--- src/rtl/load_store_unit.sv ---
// load_store_unit
//   Byte-addressed, little-endian load/store unit sitting between a pipeline
//   request port and a single-ported 32-bit data memory.
//   - Loads: one read cycle; byte/half lanes are extracted and sign- or
//     zero-extended.
//   - Stores: word stores, and byte/half stores at lane 0, write directly
//     with a byte mask.
//   - Byte/half stores at a nonzero lane use read-modify-write. The full
//     word is read, the lane(s) are merged, and the word is written back
//     with mask 1111.
//   Optional feature macro: MISALIGN_TRAP_EN. When it is defined, a
//   misaligned half/word request completes at once with resp_err = 1 and
//   makes no memory access. When it is undefined, resp_err is tied to 0 and
//   the low address bits that cause the misalignment are ignored.
// Ports:
//   clk, rst                 clock, asynchronous active-high reset
//   req_valid / req_ready    request handshake (ready only while idle)
//   req_we, req_size,        request: store flag, size (00 byte, 01 half,
//   req_signed, req_addr,    1x word), load sign-extend flag, byte address,
//   req_wdata                and right-justified store data
//   resp_valid               one-cycle completion pulse
//   resp_rdata, resp_err     load result / misalignment fault
//                            (both held until the next completion)
//   mem_ce, mem_we, mem_rd   memory chip/write/read enables
//   mem_addr                 word-aligned memory address
//   mem_wdata, mem_wmask     memory write data and byte write mask
//   mem_rmask                memory byte read mask
//   mem_rdata                combinational memory read data
module load_store_unit #(
    parameter int ADDR_W = 32
) (
    input  logic              clk,
    input  logic              rst,
    input  logic              req_valid,
    output logic              req_ready,
    input  logic              req_we,
    input  logic [1:0]        req_size,
    input  logic              req_signed,
    input  logic [ADDR_W-1:0] req_addr,
    input  logic [31:0]       req_wdata,
    output logic              resp_valid,
    output logic [31:0]       resp_rdata,
    output logic              resp_err,
    output logic              mem_ce,
    output logic              mem_we,
    output logic              mem_rd,
    output logic [ADDR_W-1:0] mem_addr,
    output logic [31:0]       mem_wdata,
    output logic [3:0]        mem_wmask,
    output logic [3:0]        mem_rmask,
    input  logic [31:0]       mem_rdata
);

    typedef enum logic [2:0] {IDLE, RD, RMW_RD, WR, DONE} state_t;

    state_t            state_q, state_d;
    logic              we_q;
    logic [1:0]        size_q;
    logic              signed_q;
    logic [ADDR_W-1:0] addr_q;
    logic [31:0]       wdata_q;
    logic [31:0]       rword_q;
    logic [31:0]       resp_rdata_q, resp_rdata_d;

    // Byte offset actually used for an access. Halves drop addr[0] and words
    // drop addr[1:0]. This only matters for misaligned requests when they
    // are not trapped.
    function automatic logic [1:0] eff_off(input logic [1:0] size, input logic [1:0] a);
        if (size == 2'b00)      return a;
        else if (size == 2'b01) return {a[1], 1'b0};
        else                    return 2'b00;
    endfunction

    logic       req_fire;
    logic [1:0] req_off;
    logic [1:0] lane_off;
    logic       rmw_store;

    assign req_fire  = req_valid && (state_q == IDLE);
    assign req_off   = eff_off(req_size, req_addr[1:0]);
    assign lane_off  = eff_off(size_q, addr_q[1:0]);
    // The registered access is a sub-word store to a nonzero lane.
    assign rmw_store = !size_q[1] && (lane_off != 2'b00);

`ifdef MISALIGN_TRAP_EN
    logic req_mis;
    logic resp_err_q, resp_err_d;
    assign req_mis = ((req_size == 2'b01) && req_addr[0]) ||
                     (req_size[1] && (req_addr[1:0] != 2'b00));
`endif

    // Load extraction: shift the addressed lane down to bit 0, then extend it.
    logic [31:0] rd_shift;
    logic [31:0] load_data;
    always_comb begin
        rd_shift  = mem_rdata >> {lane_off, 3'b000};
        load_data = mem_rdata;
        if (size_q == 2'b00)
            load_data = {{24{signed_q & rd_shift[7]}}, rd_shift[7:0]};
        else if (size_q == 2'b01)
            load_data = {{16{signed_q & rd_shift[15]}}, rd_shift[15:0]};
    end

    // Read-modify-write merge: replace the addressed lane(s) of the word
    // that was read in RMW_RD with the shifted store data.
    logic [3:0]  lane_mask;
    logic [31:0] wdata_shift;
    logic [31:0] merged;
    always_comb begin
        lane_mask   = ((size_q == 2'b00) ? 4'b0001 : 4'b0011) << lane_off;
        wdata_shift = wdata_q << {lane_off, 3'b000};
        merged      = rword_q;
        for (int i = 0; i < 4; i++)
            if (lane_mask[i]) merged[8*i +: 8] = wdata_shift[8*i +: 8];
    end

    // Next-state logic and response capture.
    always_comb begin
        state_d      = state_q;
        resp_rdata_d = resp_rdata_q;
`ifdef MISALIGN_TRAP_EN
        resp_err_d   = resp_err_q;
`endif
        case (state_q)
            IDLE: begin
                if (req_fire) begin
`ifdef MISALIGN_TRAP_EN
                    if (req_mis) begin
                        state_d      = DONE;
                        resp_rdata_d = 32'd0;
                        resp_err_d   = 1'b1;
                    end else
`endif
                    if (!req_we)
                        state_d = RD;
                    else if (req_size[1] || (req_off == 2'b00))
                        state_d = WR;
                    else
                        state_d = RMW_RD;
                end
            end
            RD: begin
                state_d      = DONE;
                resp_rdata_d = load_data;
`ifdef MISALIGN_TRAP_EN
                resp_err_d   = 1'b0;
`endif
            end
            RMW_RD: state_d = WR;
            WR: begin
                state_d      = DONE;
                resp_rdata_d = 32'd0;
`ifdef MISALIGN_TRAP_EN
                resp_err_d   = 1'b0;
`endif
            end
            DONE:    state_d = IDLE;
            default: state_d = IDLE;
        endcase
    end

    always_ff @(posedge clk or posedge rst) begin
        if (rst) begin
            state_q      <= IDLE;
            we_q         <= 1'b0;
            size_q       <= 2'b00;
            signed_q     <= 1'b0;
            addr_q       <= '0;
            wdata_q      <= 32'd0;
            rword_q      <= 32'd0;
            resp_rdata_q <= 32'd0;
`ifdef MISALIGN_TRAP_EN
            resp_err_q   <= 1'b0;
`endif
        end else begin
            state_q      <= state_d;
            resp_rdata_q <= resp_rdata_d;
`ifdef MISALIGN_TRAP_EN
            resp_err_q   <= resp_err_d;
`endif
            if (req_fire) begin
                we_q     <= req_we;
                size_q   <= req_size;
                signed_q <= req_signed;
                addr_q   <= req_addr;
                wdata_q  <= req_wdata;
            end
            if (state_q == RMW_RD)
                rword_q <= mem_rdata;
        end
    end

    // Memory and handshake outputs are decoded from registered state only.
    // An asynchronous reset therefore drops them to 0 immediately.
    always_comb begin
        mem_ce    = 1'b0;
        mem_we    = 1'b0;
        mem_rd    = 1'b0;
        mem_addr  = '0;
        mem_wdata = 32'd0;
        mem_wmask = 4'b0000;
        mem_rmask = 4'b0000;
        case (state_q)
            RD, RMW_RD: begin
                mem_ce    = 1'b1;
                mem_rd    = 1'b1;
                mem_rmask = 4'b1111;
                mem_addr  = {addr_q[ADDR_W-1:2], 2'b00};
            end
            WR: begin
                mem_ce   = 1'b1;
                mem_we   = we_q;
                mem_addr = {addr_q[ADDR_W-1:2], 2'b00};
                if (rmw_store) begin
                    mem_wdata = merged;
                    mem_wmask = 4'b1111;
                end else begin
                    mem_wdata = wdata_q;
                    mem_wmask = (size_q == 2'b00) ? 4'b0001 :
                                (size_q == 2'b01) ? 4'b0011 : 4'b1111;
                end
            end
            default: ;
        endcase
    end

    assign req_ready  = (state_q == IDLE);
    assign resp_valid = (state_q == DONE);
    assign resp_rdata = resp_rdata_q;
`ifdef MISALIGN_TRAP_EN
    assign resp_err   = resp_err_q;
`else
    assign resp_err   = 1'b0;
`endif

endmodule

--- config.mk ---
export PLATFORM = sky130hd
export DESIGN_NAME = load_store_unit
export DESIGN_NICKNAME = d
export VERILOG_FILES = /design/src/rtl/load_store_unit.sv
export SDC_FILE = /design/constraint.sdc
export NUM_CORES = 1
export LEC_CHECK = 0
export BUFFER_PORTS_ARGS = -buffer_cell sky130_fd_sc_hd__buf_2
export CAP_MARGIN = 20
export CELL_PAD_IN_SITES_DETAIL_PLACEMENT = 1
export CELL_PAD_IN_SITES_GLOBAL_PLACEMENT = 1
export CORE_MARGIN = 5
export CORE_UTILIZATION = 36
export DETAILED_ROUTE_END_ITERATION = 6
export GPL_ROUTABILITY_DRIVEN = 0
export MAX_ROUTING_LAYER = met4
export PLACE_DENSITY = 0.84
export SYNTH_ARGS = -nofsm -noshare
export SYNTH_HDL_FRONTEND = slang
export SYNTH_SLANG_ARGS = --single-unit
export TNS_END_PERCENT = 5
--- constraint.sdc ---
create_clock -name clk -period 3.3 [get_ports clk]
set_input_delay 0 -clock clk [delete_from_list [all_inputs] [get_ports clk]]
set_output_delay 0 -clock clk [all_outputs]
set_load 0.01 [all_outputs]
-- Word-level counts from Yosys, hierarchy flattened
Index checks and enable logic that the tools add are counted.
- bitwise logic cells: 2
- eq/ne operators: 7
- reduce and logical (&&, ||, !) cells: 13
- shift operators: 3
- multiplexer cells: 27
- operators with widths (cell ; number):
    32-bit two-way mux ; 5
    32-bit one-hot mux with 2 select lines ; 1
    8-bit two-way mux ; 4
    32-bit by 5-bit << shifter with 32-bit output ; 1
    32-bit by 5-bit >> shifter with 16-bit output ; 1
    4-bit two-way mux ; 5
    2-bit two-way mux ; 6
    3-bit one-hot mux with 3 select lines ; 1
    3-bit by 2-bit equality test with 1-bit output (second input constant) ; 2
    2-bit logical NOT ; 3
    2-bit by 1-bit equality test with 1-bit output (second input constant) ; 2
    1-bit two-way mux ; 4
    2-bit nonzero test ; 2
    2-bit OR reduction ; 2
    2-bit by 2-bit << shifter with 4-bit output ; 1
    3-bit by 1-bit equality test with 1-bit output (second input constant) ; 1
    3-bit equality test (second input constant) ; 1
    3-bit logical NOT ; 1
    3-bit two-way mux ; 1
    3-bit OR reduction ; 1
    1-bit bitwise AND ; 2
    1-bit logical AND ; 2
    2-bit by 1-bit inequality test with 1-bit output (second input constant) ; 1
    1-bit logical NOT ; 1
    1-bit logical OR ; 1
- bits of input ports: 103
- logic and storage cells: 60
- register bits after elaboration: 135
- output and inout bits: 110

-- Depth between registers and ports, before layout
Gate-level depths: netlist (run 1).
- depth after elaboration: 9
- gate-level depth with buffers: 9
- mapped depth without buffers: 6

-- Worst setup path after synthesis (run 1)
Ideal clock, no wire load.
- path kind: register to register
- start: register state_q[1]
- end: register addr_q[0]
- path slack: 1.525 ns
- library setup time: 0.125 ns
- data arrival time: 1.650 ns
- cell stages (with the launch flop): 7
- data required time: 3.175 ns
- cells stage by stage: dfrtp_1 buf_2 nor3_1 and2_1 buf_2 buf_4 mux2_2
- cells in the longest elaborated chain, start to end: 2
- ends and longest elaborated chain (what ; RTL line ; text):
    start, declared ; 56 ; state_t state_q, state_d;
    start signal, assigned ; 176 ; state_q <= state_d;
    3-bit logical NOT ; n/a ;
    named net req_ready ; 35 ; output logic req_ready,
    1-bit logical AND ; 79 ; assign req_fire = req_valid && (state_q == IDLE);
    end signal, assigned ; 185 ; addr_q <= req_addr;
    end, declared ; 60 ; logic [ADDR_W-1:0] addr_q;
The timed path passes the listed nets, and every way through them passes these cells.
A chain may end at the register's enable or synchronous reset.

-- Worst setup path after layout (run 1)
- start: register state_q[2]
- end: output mem_wdata[27]
- cells in the longest elaborated chain, start to end: 2
- ends and longest elaborated chain (what ; RTL line ; text):
    3-bit by 2-bit equality test with 1-bit output ; 203 ; case (state_q)
    32-bit two-way mux ; 203 ;
    end, declared ; 48 ; output logic [31:0] mem_wdata,
Every way passes these cells.

==> results_dict.tcl, run 1 <==
set metrics [dict create \
    yosys_warnings 0 \
    dieArea_um2 22570 \
    cpMostUsedCell "inv_1" \
    fin_crit_ns 2.720 \
    worst_pin_slew_ns 0.9271 \
    synth-main-ff-cell "dfrtp_1" \
    setup.worst_path.class "reg2out" \
    synth-edff-count 0 \
    cts.clk_slew.worst_paths_ns 0.06 \
    reg2reg_depth 4 \
    totalPowerFinal_mw 9.488 \
    cap_viol_max_count 0 \
    hold_viol 0 \
    crit_start "state_q[2]" \
    initial_utilization 0.3649 \
    layout_setup_ws_ns 0.5798 \
    synthAdderAreaFrac 0 \
    r2r_end "wdata_q[17]" \
    drive_above_1_share 0.4000 \
    synth_area_leader_cell "dfrtp_1" \
    design_area_um2 9828 \
    cts_tree "done" \
    drc 0 \
    synthTopCellsByArea "dfrtp_1 48%, mux2_2 16%, nand2_1 4.4%" \
    grt_pass1_vias 7104 \
    synth_area_um2 7079 \
    synth_simple_gate_area_share 0.1805 \
    ys_seq_area_frac 0.4772 \
    slew_headroom 0.3819 \
    cp.buffers_inverters 4 \
    cts.sinks 135 \
    dp_hpwl_um 17310 \
    ir_drop_mv 0.5441 \
    skew_ns 0.009890 \
    cts-root-buf "clkbuf_16" \
    cpPeakStageDelay_ns 0.49 \
    syn_avg_cell_area_um2 10.69 \
    cts_made_buffers 17 \
    netlist_instances 662 \
    final_common_cell "buf_2" \
    fp.dieH_um 150.2 \
    power_density_nw_per_um2 965.4 \
    outcome "complete, no violations" \
    num_rows 51 \
    finalMaxSlewViolations 0 \
    synth_cell_types 48 \
    fin_setup_tns_ns 0 \
    r2r_start "state_q[1]" \
    wl_um 26040 \
    postRouteAntennaNets 0 \
    cp.arrival_ns 2.72 \
    critPathSlowestCell "dfrtp_1" \
    area_delta_synth_final_pct 38.83 \
    post_dp_cell_area_um2 8232 \
    cp_max_fo 20 \
    synth_top_area_share 0.4772 \
    port_buffers 209 \
    grt_pass1_wl_um 40850 \
    min_path_type "in2async" \
    globalRouteOverflowTotal 0 \
    start_kind "flip-flop" \
    routedWlPerCell_um 21.31 \
    required_ns 3.30 \
    die_w_um 150.2 \
    antenna_found_initial 2 \
    synth-compound-area-share 0.1129 \
    grt_max_degree 112 \
    drt_pass1_iterations 7 \
    viasPerCell 5.313 \
    path_delay_family "buffers and inverters" \
    final_cell_mix "209 x buf_2, 135 x dfrtp_1, 103 x mux2_2, 102 x dlygate4sd3_1, 83 x nand2_1" \
    setup_violations 0 \
    dr.first_iter.drc_count 442 \
    path_cells "nand2b_1 -> inv_1 -> nand2_1 -> buf_4 -> inv_1 -> o21ai_0 -> a211oi_1 -> buf_2" \
    grt.total_usage 0.2408 \
    fin_nets 1046 \
    synth_top_family_by_area "simple AND/OR/NAND/NOR gates" \
    cts_setup_buffers 0 \
    yosys-mux-area-fraction 0.1723 \
    synth-seq-cells 135 \
    io_pins 213 \
    endpoint_kind "primary output" \
    final.period_utilization 0.8243 \
    max-clock-path-buffers 2 \
    clock_latency_ns 0.42 \
    ff2ff_setup_slack_ns 1.02 \
    p_leak_nw 4.478 \
    synth_xor_area_frac 0 \
    synth-async-reset-ratio 1.000 \
    preCtsSetupSlack_ns 1.050 \
    coreArea_um2 19400 \
    num_vias 6493 \
    h-tree-depth 4 \
    rsz0062_at_grt "false" \
    fmax_ghz 0.3676 \
]
## through the flow
stage / std cells / utilization / hold WS, ns
after global routing: 1222 / 0.5066 / 0.2964
after detailed placement: 1087 / 0.4243 / 0.09400
after floorplan: 664 / - / 0.1168
final: 1222 / 0.5066 / 0.2529
after CTS: 1220 / 0.5064 / 0.2407
after global placement: 1087 / 0.4243 / 0.08896
## worst max-delay path by stage
stage,cells after the start,slack [ns],to
5_1_grt,8,0.41,mem_wdata[26]
3_3_place_gp,3,1.14,resp_rdata[20]
4_1_cts,8,0.73,mem_wdata[25]
6_report,8,0.58,mem_wdata[27]
2_1_floorplan,6,1.53,addr_q[0]
3_5_place_dp,3,1.05,resp_rdata[12]
## repair_timing
action	4_1_cts	5_1_grt
resized for setup	0	0
hold buffers	102	0
endpoints found under the hold margin	134	0
## state kept, by name (all words and copies together) (netlist names)
register    count
addr_q         32
resp_rdata     32
rword_q        32
wdata_q        32
state_q         3
size_q          2
signed_q        1
we_q            1
## metal layers
layer	up-vias	global-route usage	part of all wire
met5	-	-	0
met4	0	0.08554	0.031
met1	3235	0.3038	0.41
met3	53	0.04545	0.065
met2	272	0.3893	0.49
li1	2933	-	-
## power by group
group          switching [mW]  internal [mW]
logic                    2.47           1.95
registers               0.695           2.50
clock network           0.733           1.13
total                    3.90           5.59
## synthesized netlist by cell type, drive strengths merged, types with 4 or more instances
| cell type | n |
|---|---|
| dfrtp | 135 |
| a311oi | 8 |
| nand2 | 83 |
| o21ai | 24 |
| nor2 | 25 |
| nor3 | 29 |
| nor2b | 4 |
| o211ai | 25 |
| a222oi | 4 |
| nand4 | 32 |
| mux2 | 105 |
| buf | 46 |
| o221ai | 14 |
| and3 | 8 |
| clkbuf | 19 |
| a21oi | 12 |
| inv | 6 |
| nand2b | 18 |
| and2 | 32 |
| nand3 | 6 |
## logic make-up after synthesis
kind of cell	count (synthesis)
AO/OA/AOI/OAI	101
buffers and inverters	71
flip-flops	135
multiplexers	108
other	1
AND/OR/NAND/NOR	246
## worst register-to-register path: cells and delay by family, from the launching register on
family,cells,cell delay [ns]
buffers and inverters,1,0.33
DFF,1,0.50
muxes,1,0.42
and+or+nand+nor,2,0.91
## cell type report
| cell class | instances | area, µm² |
|---|---|---|
| Antenna cell | 2 | 5.005 |
| Clock buffer | 24 | 501.7 |
| Clock inverter | 7 | 68.82 |
| Fill cell | 2196 | 9570 |
| Inverter | 6 | 26.28 |
| Multi-Input combinational cell | 458 | 3319 |
| Sequential cell | 135 | 3378 |
| Tap cell | 265 | 331.6 |
| Timing Repair Buffer | 325 | 2197 |
(Power assumes the default switching activity.)
==> inputs of run 2 (changes only) <==
--- a/config.mk
+++ b/config.mk
@@ -10,11 +10,11 @@
 export CELL_PAD_IN_SITES_DETAIL_PLACEMENT = 1
 export CELL_PAD_IN_SITES_GLOBAL_PLACEMENT = 1
 export CORE_MARGIN = 5
-export CORE_UTILIZATION = 36
+export CORE_UTILIZATION = 40
 export DETAILED_ROUTE_END_ITERATION = 6
 export GPL_ROUTABILITY_DRIVEN = 0
 export MAX_ROUTING_LAYER = met4
-export PLACE_DENSITY = 0.84
+export PLACE_DENSITY = 0.88
 export SYNTH_ARGS = -nofsm -noshare
 export SYNTH_HDL_FRONTEND = slang
 export SYNTH_SLANG_ARGS = --single-unit
==> constraint.sdc (replaced) <==
create_clock -name clk -period 2.8 [get_ports clk]
set_input_delay 0 -clock clk [delete_from_list [all_inputs] [get_ports clk]]
set_output_delay 0 -clock clk [all_outputs]
set_load 0.01 [all_outputs]
==> run 2 against run 1 <==
Critical path type unchanged; hold slack got worse by 0.030 ns; register-to-register slack got worse by 0.35 ns; critical path depth unchanged; sequential share of layout area fell by 0.28 points; largest cell class unchanged; critical endpoint unchanged; core utilization grew 6.4 points; wire length rose by 7.8%.
==> results_dict.tcl, run 2 (synthesis results as in run 1) <==
set metrics [dict create \
    grt_pass1_vias 7395 \
    intPower_mw 6.891 \
    worst_pin_slew_ns 0.8351 \
    cp.arrival_ns 2.68 \
    grt.total_usage 0.2863 \
    start_kind "flip-flop" \
    power_frac_seq 0.328 \
    totalPowerFinal_mw 11.67 \
    p_leak_nw 4.554 \
    postCtsResizedCells 0 \
    p_clk_frac 0.212 \
    num_vias 6802 \
    final.period_utilization 0.9570 \
    ir_drop_mv 0.5932 \
    setup_violations 0 \
    hold_viol 0 \
    num_rows 48 \
    outcome "complete, no violations" \
    wl_um 28080 \
    ctsHoldBuffers 102 \
    endpoint_kind "primary output" \
    power.switching_mw 4.780 \
    fmax_ghz 0.3732 \
    coreArea_um2 17360 \
    fin_setup_tns_ns 0 \
    setup.worst_path.class "reg2out" \
    cts_tree "done" \
    required_ns 2.80 \
    power_density_nw_per_um2 1178 \
    viasPerCell 5.706 \
    min_path_type "in2async" \
    cp_max_fo 20 \
    skew_ns 0.01672 \
    final_common_cell "buf_2" \
    fin_util 0.5709 \
    port_buffers 209 \
    p_sw_frac 0.4096 \
    final_cell_mix "209 x buf_2, 135 x dfrtp_1, 103 x mux2_2, 102 x dlygate4sd3_1, 83 x nand2_1" \
    comb_power_share 0.460 \
    fp.dieH_um 143.0 \
    routedWlPerCell_um 23.56 \
    clock_latency_ns 0.43 \
    dp_hpwl_um 17810 \
    h-tree-depth 4 \
    grt_pass1_wl_um 43350 \
    dieArea_um2 20460 \
    cts-root-buf "clkbuf_16" \
    cts.clk_slew.worst_paths_ns 0.06 \
    layout_setup_ws_ns 0.1203 \
    cts_setup_buffers 0 \
    cts.sinks 135 \
    area_delta_synth_final_pct 39.98 \
    cts_made_buffers 17 \
    initial_utilization 0.4079 \
    drc 0 \
    globalRouteOverflowTotal 0 \
    postRouteAntennaNets 0 \
    slew_headroom 0.4433 \
    drive_above_1_share 0.4039 \
    max-clock-path-buffers 2 \
    preCtsSetupSlack_ns 0.6427 \
    grt_max_degree 50 \
    cap_viol_max_count 0 \
    die_w_um 143.0 \
    drt_pass1_iterations 5 \
    io_pins 213 \
    fin_crit_ns 2.680 \
    finalMaxSlewViolations 0 \
    antenna_found_initial 3 \
    fin_nets 1053 \
    dr.first_iter.drc_count 678 \
]
[run 2: worst max-delay path, cell delays in order, from the launching register on]
cell and delay (ns):
dfrtp_1 0.48, nand2b_1 0.21, inv_1 0.11, nand2_1 0.07, buf_4 0.23, inv_1 0.41
o21ai_0 0.18, a211oi_1 0.36, buf_2 0.20
[run 2: per-stage QoR]
stage / hold slack [ns] / area [µm²] / std cells
after floorplan: 0.1168 / 7091 / 664
after global placement: 0.1380 / 8234 / 1054
after detailed placement: 0.1426 / 8234 / 1054
after CTS: 0.2383 / 9899 / 1188
after global routing: 0.2593 / 9907 / 1191
final: 0.2234 / 9910 / 1192
[run 2: routing by layer]
metal,track usage,vias to the layer above,wire length (µm)
li1,-,2957,-
met1,0.3558,3404,11010
met2,0.4683,366,13970
met3,0.04488,75,2025
met4,0.1161,0,1068
met5,-,-,0
[run 2: layout make-up]
class | instances | area, µm²
multi-input cells | 458 | 3319
diodes | 4 | 10.01
well taps | 225 | 281.5
fillers | 1896 | 7447
flip-flops and latches | 135 | 3378
repair buffers | 332 | 2250
clock buffers | 25 | 505.5
clock inverters | 7 | 138.9
inverters | 6 | 26.28
[run 2: power groups by stage]
stage          sequential [mW]  clock, mW  combinational (mW)
2_1_floorplan             3.48          0                3.71
3_3_place_gp              3.69          0                4.88
3_5_place_dp              3.77          0                5.06
4_1_cts                   3.76       2.49                5.25
5_1_grt                   3.92       2.60                5.79
6_report                  3.83       2.47                5.37
[run 2: worst paths after layout]
| kind | to | slack (ns) | start | depth (start not counted) |
|---|---|---|---|---|
| worst max-delay path | mem_wdata[27] | 0.12 | state_q[2] | 8 |
| worst min-delay path | resp_rdata[13] | 0.22 | rst | 3 |
| worst max register to register | resp_rdata[23] | 0.67 | state_q[2] | 6 |
| worst min register to register | resp_rdata[18] | 0.49 | resp_rdata[18] | 2 |
| max in group asynchronous | wdata_q[30] | 1.80 | rst | 4 |
| min in group clk | wdata_q[24] | 0.34 | req_wdata[24] | 3 |
==> inputs of run 3 (changes only) <==
--- a/config.mk
+++ b/config.mk
@@ -14,7 +14,7 @@
 export DETAILED_ROUTE_END_ITERATION = 6
 export GPL_ROUTABILITY_DRIVEN = 0
 export MAX_ROUTING_LAYER = met4
-export PLACE_DENSITY = 0.88
+export PLACE_DENSITY = 0.83
 export SYNTH_ARGS = -nofsm -noshare
 export SYNTH_HDL_FRONTEND = slang
 export SYNTH_SLANG_ARGS = --single-unit
==> run 3 against run 2 <==
Die area did not move; setup slack improved by 0.11 ns; clock-buffer cell count fell by 1; combinational power barely moved; core utilization fell by 0.25 points; final area fell by 0.43%; sequential cell count did not move; non-clock buffer count did not move.
==> results_dict.tcl, run 3 (synthesis results as in run 1) <==
set metrics [dict create \
    outcome "complete, no violations" \
    min_path_type "in2async" \
    worst_pin_slew_ns 0.9034 \
    critPathSlowestCell "or3b_1" \
    coreArea_um2 17360 \
    grt_pass1_wl_um 42230 \
    fin_crit_ns 2.566 \
    num_vias 6703 \
    wl_um 27650 \
    cts-root-buf "clkbuf_16" \
    clock_latency_ns 0.42 \
    skew_ns 0.009874 \
    comb_power_share 0.468 \
    ir_drop_mv 0.6584 \
    intPower_mw 6.748 \
    finalNonFillerCells 1195 \
    dp_hpwl_um 17140 \
    final_common_cell "buf_2" \
    antenna_found_initial 5 \
    drt_pass1_iterations 7 \
    finalMaxSlewViolations 0 \
    postRouteAntennaNets 0 \
    grt.total_usage 0.2783 \
    fp.dieH_um 143.0 \
    setup.worst_path.class "reg2out" \
    whs_ns 0.1238 \
    place_inst 1054 \
    num_rows 48 \
    power_frac_seq 0.329 \
    io_pins 213 \
    cp.arrival_ns 2.57 \
    viasPerCell 5.609 \
    cp_max_fo 14 \
    fin_nets 1053 \
    slew_headroom 0.3977 \
    cts_tree "done" \
    start_kind "flip-flop" \
    cap_viol_max_count 0 \
    initial_utilization 0.4079 \
    grt_max_degree 73 \
    cts_made_buffers 17 \
    final.period_utilization 0.9163 \
    cpPeakStageDelay_ns 0.63 \
    setup_violations 0 \
    routedWlPerCell_um 23.13 \
    p_sw_frac 0.4110 \
    rsz0062_at_grt "false" \
    max-clock-path-buffers 2 \
    area_delta_synth_final_pct 39.38 \
    die_w_um 143.0 \
    h-tree-depth 4 \
    power_density_nw_per_um2 1161 \
    dr.first_iter.drc_count 430 \
    power.switching_mw 4.709 \
    layout_setup_ws_ns 0.2344 \
    fin_util 0.5685 \
    cp.buffers_inverters 1 \
    design_area_um2 9867 \
    cts.clk_slew.worst_paths_ns 0.06 \
    drive_above_1_share 0.4050 \
    dieArea_um2 20460 \
    path_cells "or3b_1 -> mux2i_1 -> mux2_2 -> o31ai_1 -> buf_2" \
    port_buffers 209 \
    hold_viol 0 \
    post_dp_cell_area_um2 8222 \
    cts.sinks 135 \
    totalPowerFinal_mw 11.46 \
    globalRouteOverflowTotal 0 \
    preCtsSetupSlack_ns 0.6361 \
    p_leak_nw 4.512 \
    drc 0 \
    fmax_ghz 0.3898 \
    path_delay_family "simple AND/OR/NAND/NOR gates" \
    grt_pass1_vias 7284 \
    fin_setup_tns_ns 0 \
    endpoint_kind "primary output" \
    required_ns 2.80 \
    final_cell_mix "209 x buf_2, 135 x dfrtp_1, 103 x mux2_2, 102 x dlygate4sd3_1, 83 x nand2_1" \
    p_clk_frac 0.203 \
]
[run 3: cell count changes in the layout (fill, tap and decap cells not counted)]
cell and delta:
a21o_1 -1, a21o_2 +1, buf_12 -1, buf_4 +1
bufinv_16 -1, clkbuf_1 +1, clkbuf_8 -2, clkinv_2 +1
clkinv_4 -1, clkinvlp_4 +3, diode_2 +3, inv_1 -1
[run 3: cell type report]
| type | count | area (µm²) |
|---|---|---|
| fill | 1905 | 7490 |
| sequential | 135 | 3378 |
| multi-input combinational | 458 | 3321 |
| timing repair buffer | 332 | 2237 |
| clock buffer | 24 | 481.7 |
| tap | 225 | 281.5 |
| clock inverter | 8 | 120.1 |
| inverter | 6 | 30.03 |
| antenna | 7 | 17.52 |
[run 3: metal layers]
layer	GRT usage	wire [µm]	vias to the layer above
met5	-	0	-
met1	0.3456	11060	3370
li1	-	-	2951
met4	0.1326	1111	0
met3	0.05325	1981	62
met2	0.4384	13500	320
[run 3: power groups by stage]
stage / Combinational [mW] / Clock [mW] / Sequential, mW
after global routing: 5.78 / 2.44 / 3.87
after CTS: 5.23 / 2.35 / 3.70
final: 5.36 / 2.33 / 3.77
after detailed placement: 5.05 / 0 / 3.72
after floorplan: 3.71 / 0 / 3.48
after global placement: 4.92 / 0 / 3.65
[run 3: worst paths after layout]
| path | start | end | slack, ns | cells after the start |
|---|---|---|---|---|
| setup / recovery | size_q[1] | mem_wdata[11] | 0.23 | 5 |
| max in group asynchronous | rst | resp_rdata[18] | 1.98 | 4 |
| hold reg to reg | resp_rdata[24] | resp_rdata[24] | 0.48 | 2 |
| setup reg to reg | size_q[0] | resp_rdata[12] | 0.54 | 4 |
| min in group clk | req_wdata[29] | wdata_q[29] | 0.34 | 3 |
| hold / removal | rst | addr_q[29] | 0.12 | 3 |
[run 3: timing repair]
item / 4_1_cts / 5_1_grt
hold buffers: 102 / 0
endpoints found under the hold margin: 244 / 0
resized for setup: 0 / 2
setup buffers: 0 / 0
endpoints found under the setup margin: 0 / 4
[run 3: worst register-to-register path, delay by kind of cell, from the launching register on]
kind,cells,cell delay [ns]
AND/OR/NAND/NOR,1,0.27
multiplexers,1,0.33
flip-flops,1,0.57
AO/OA/AOI/OAI,2,0.94
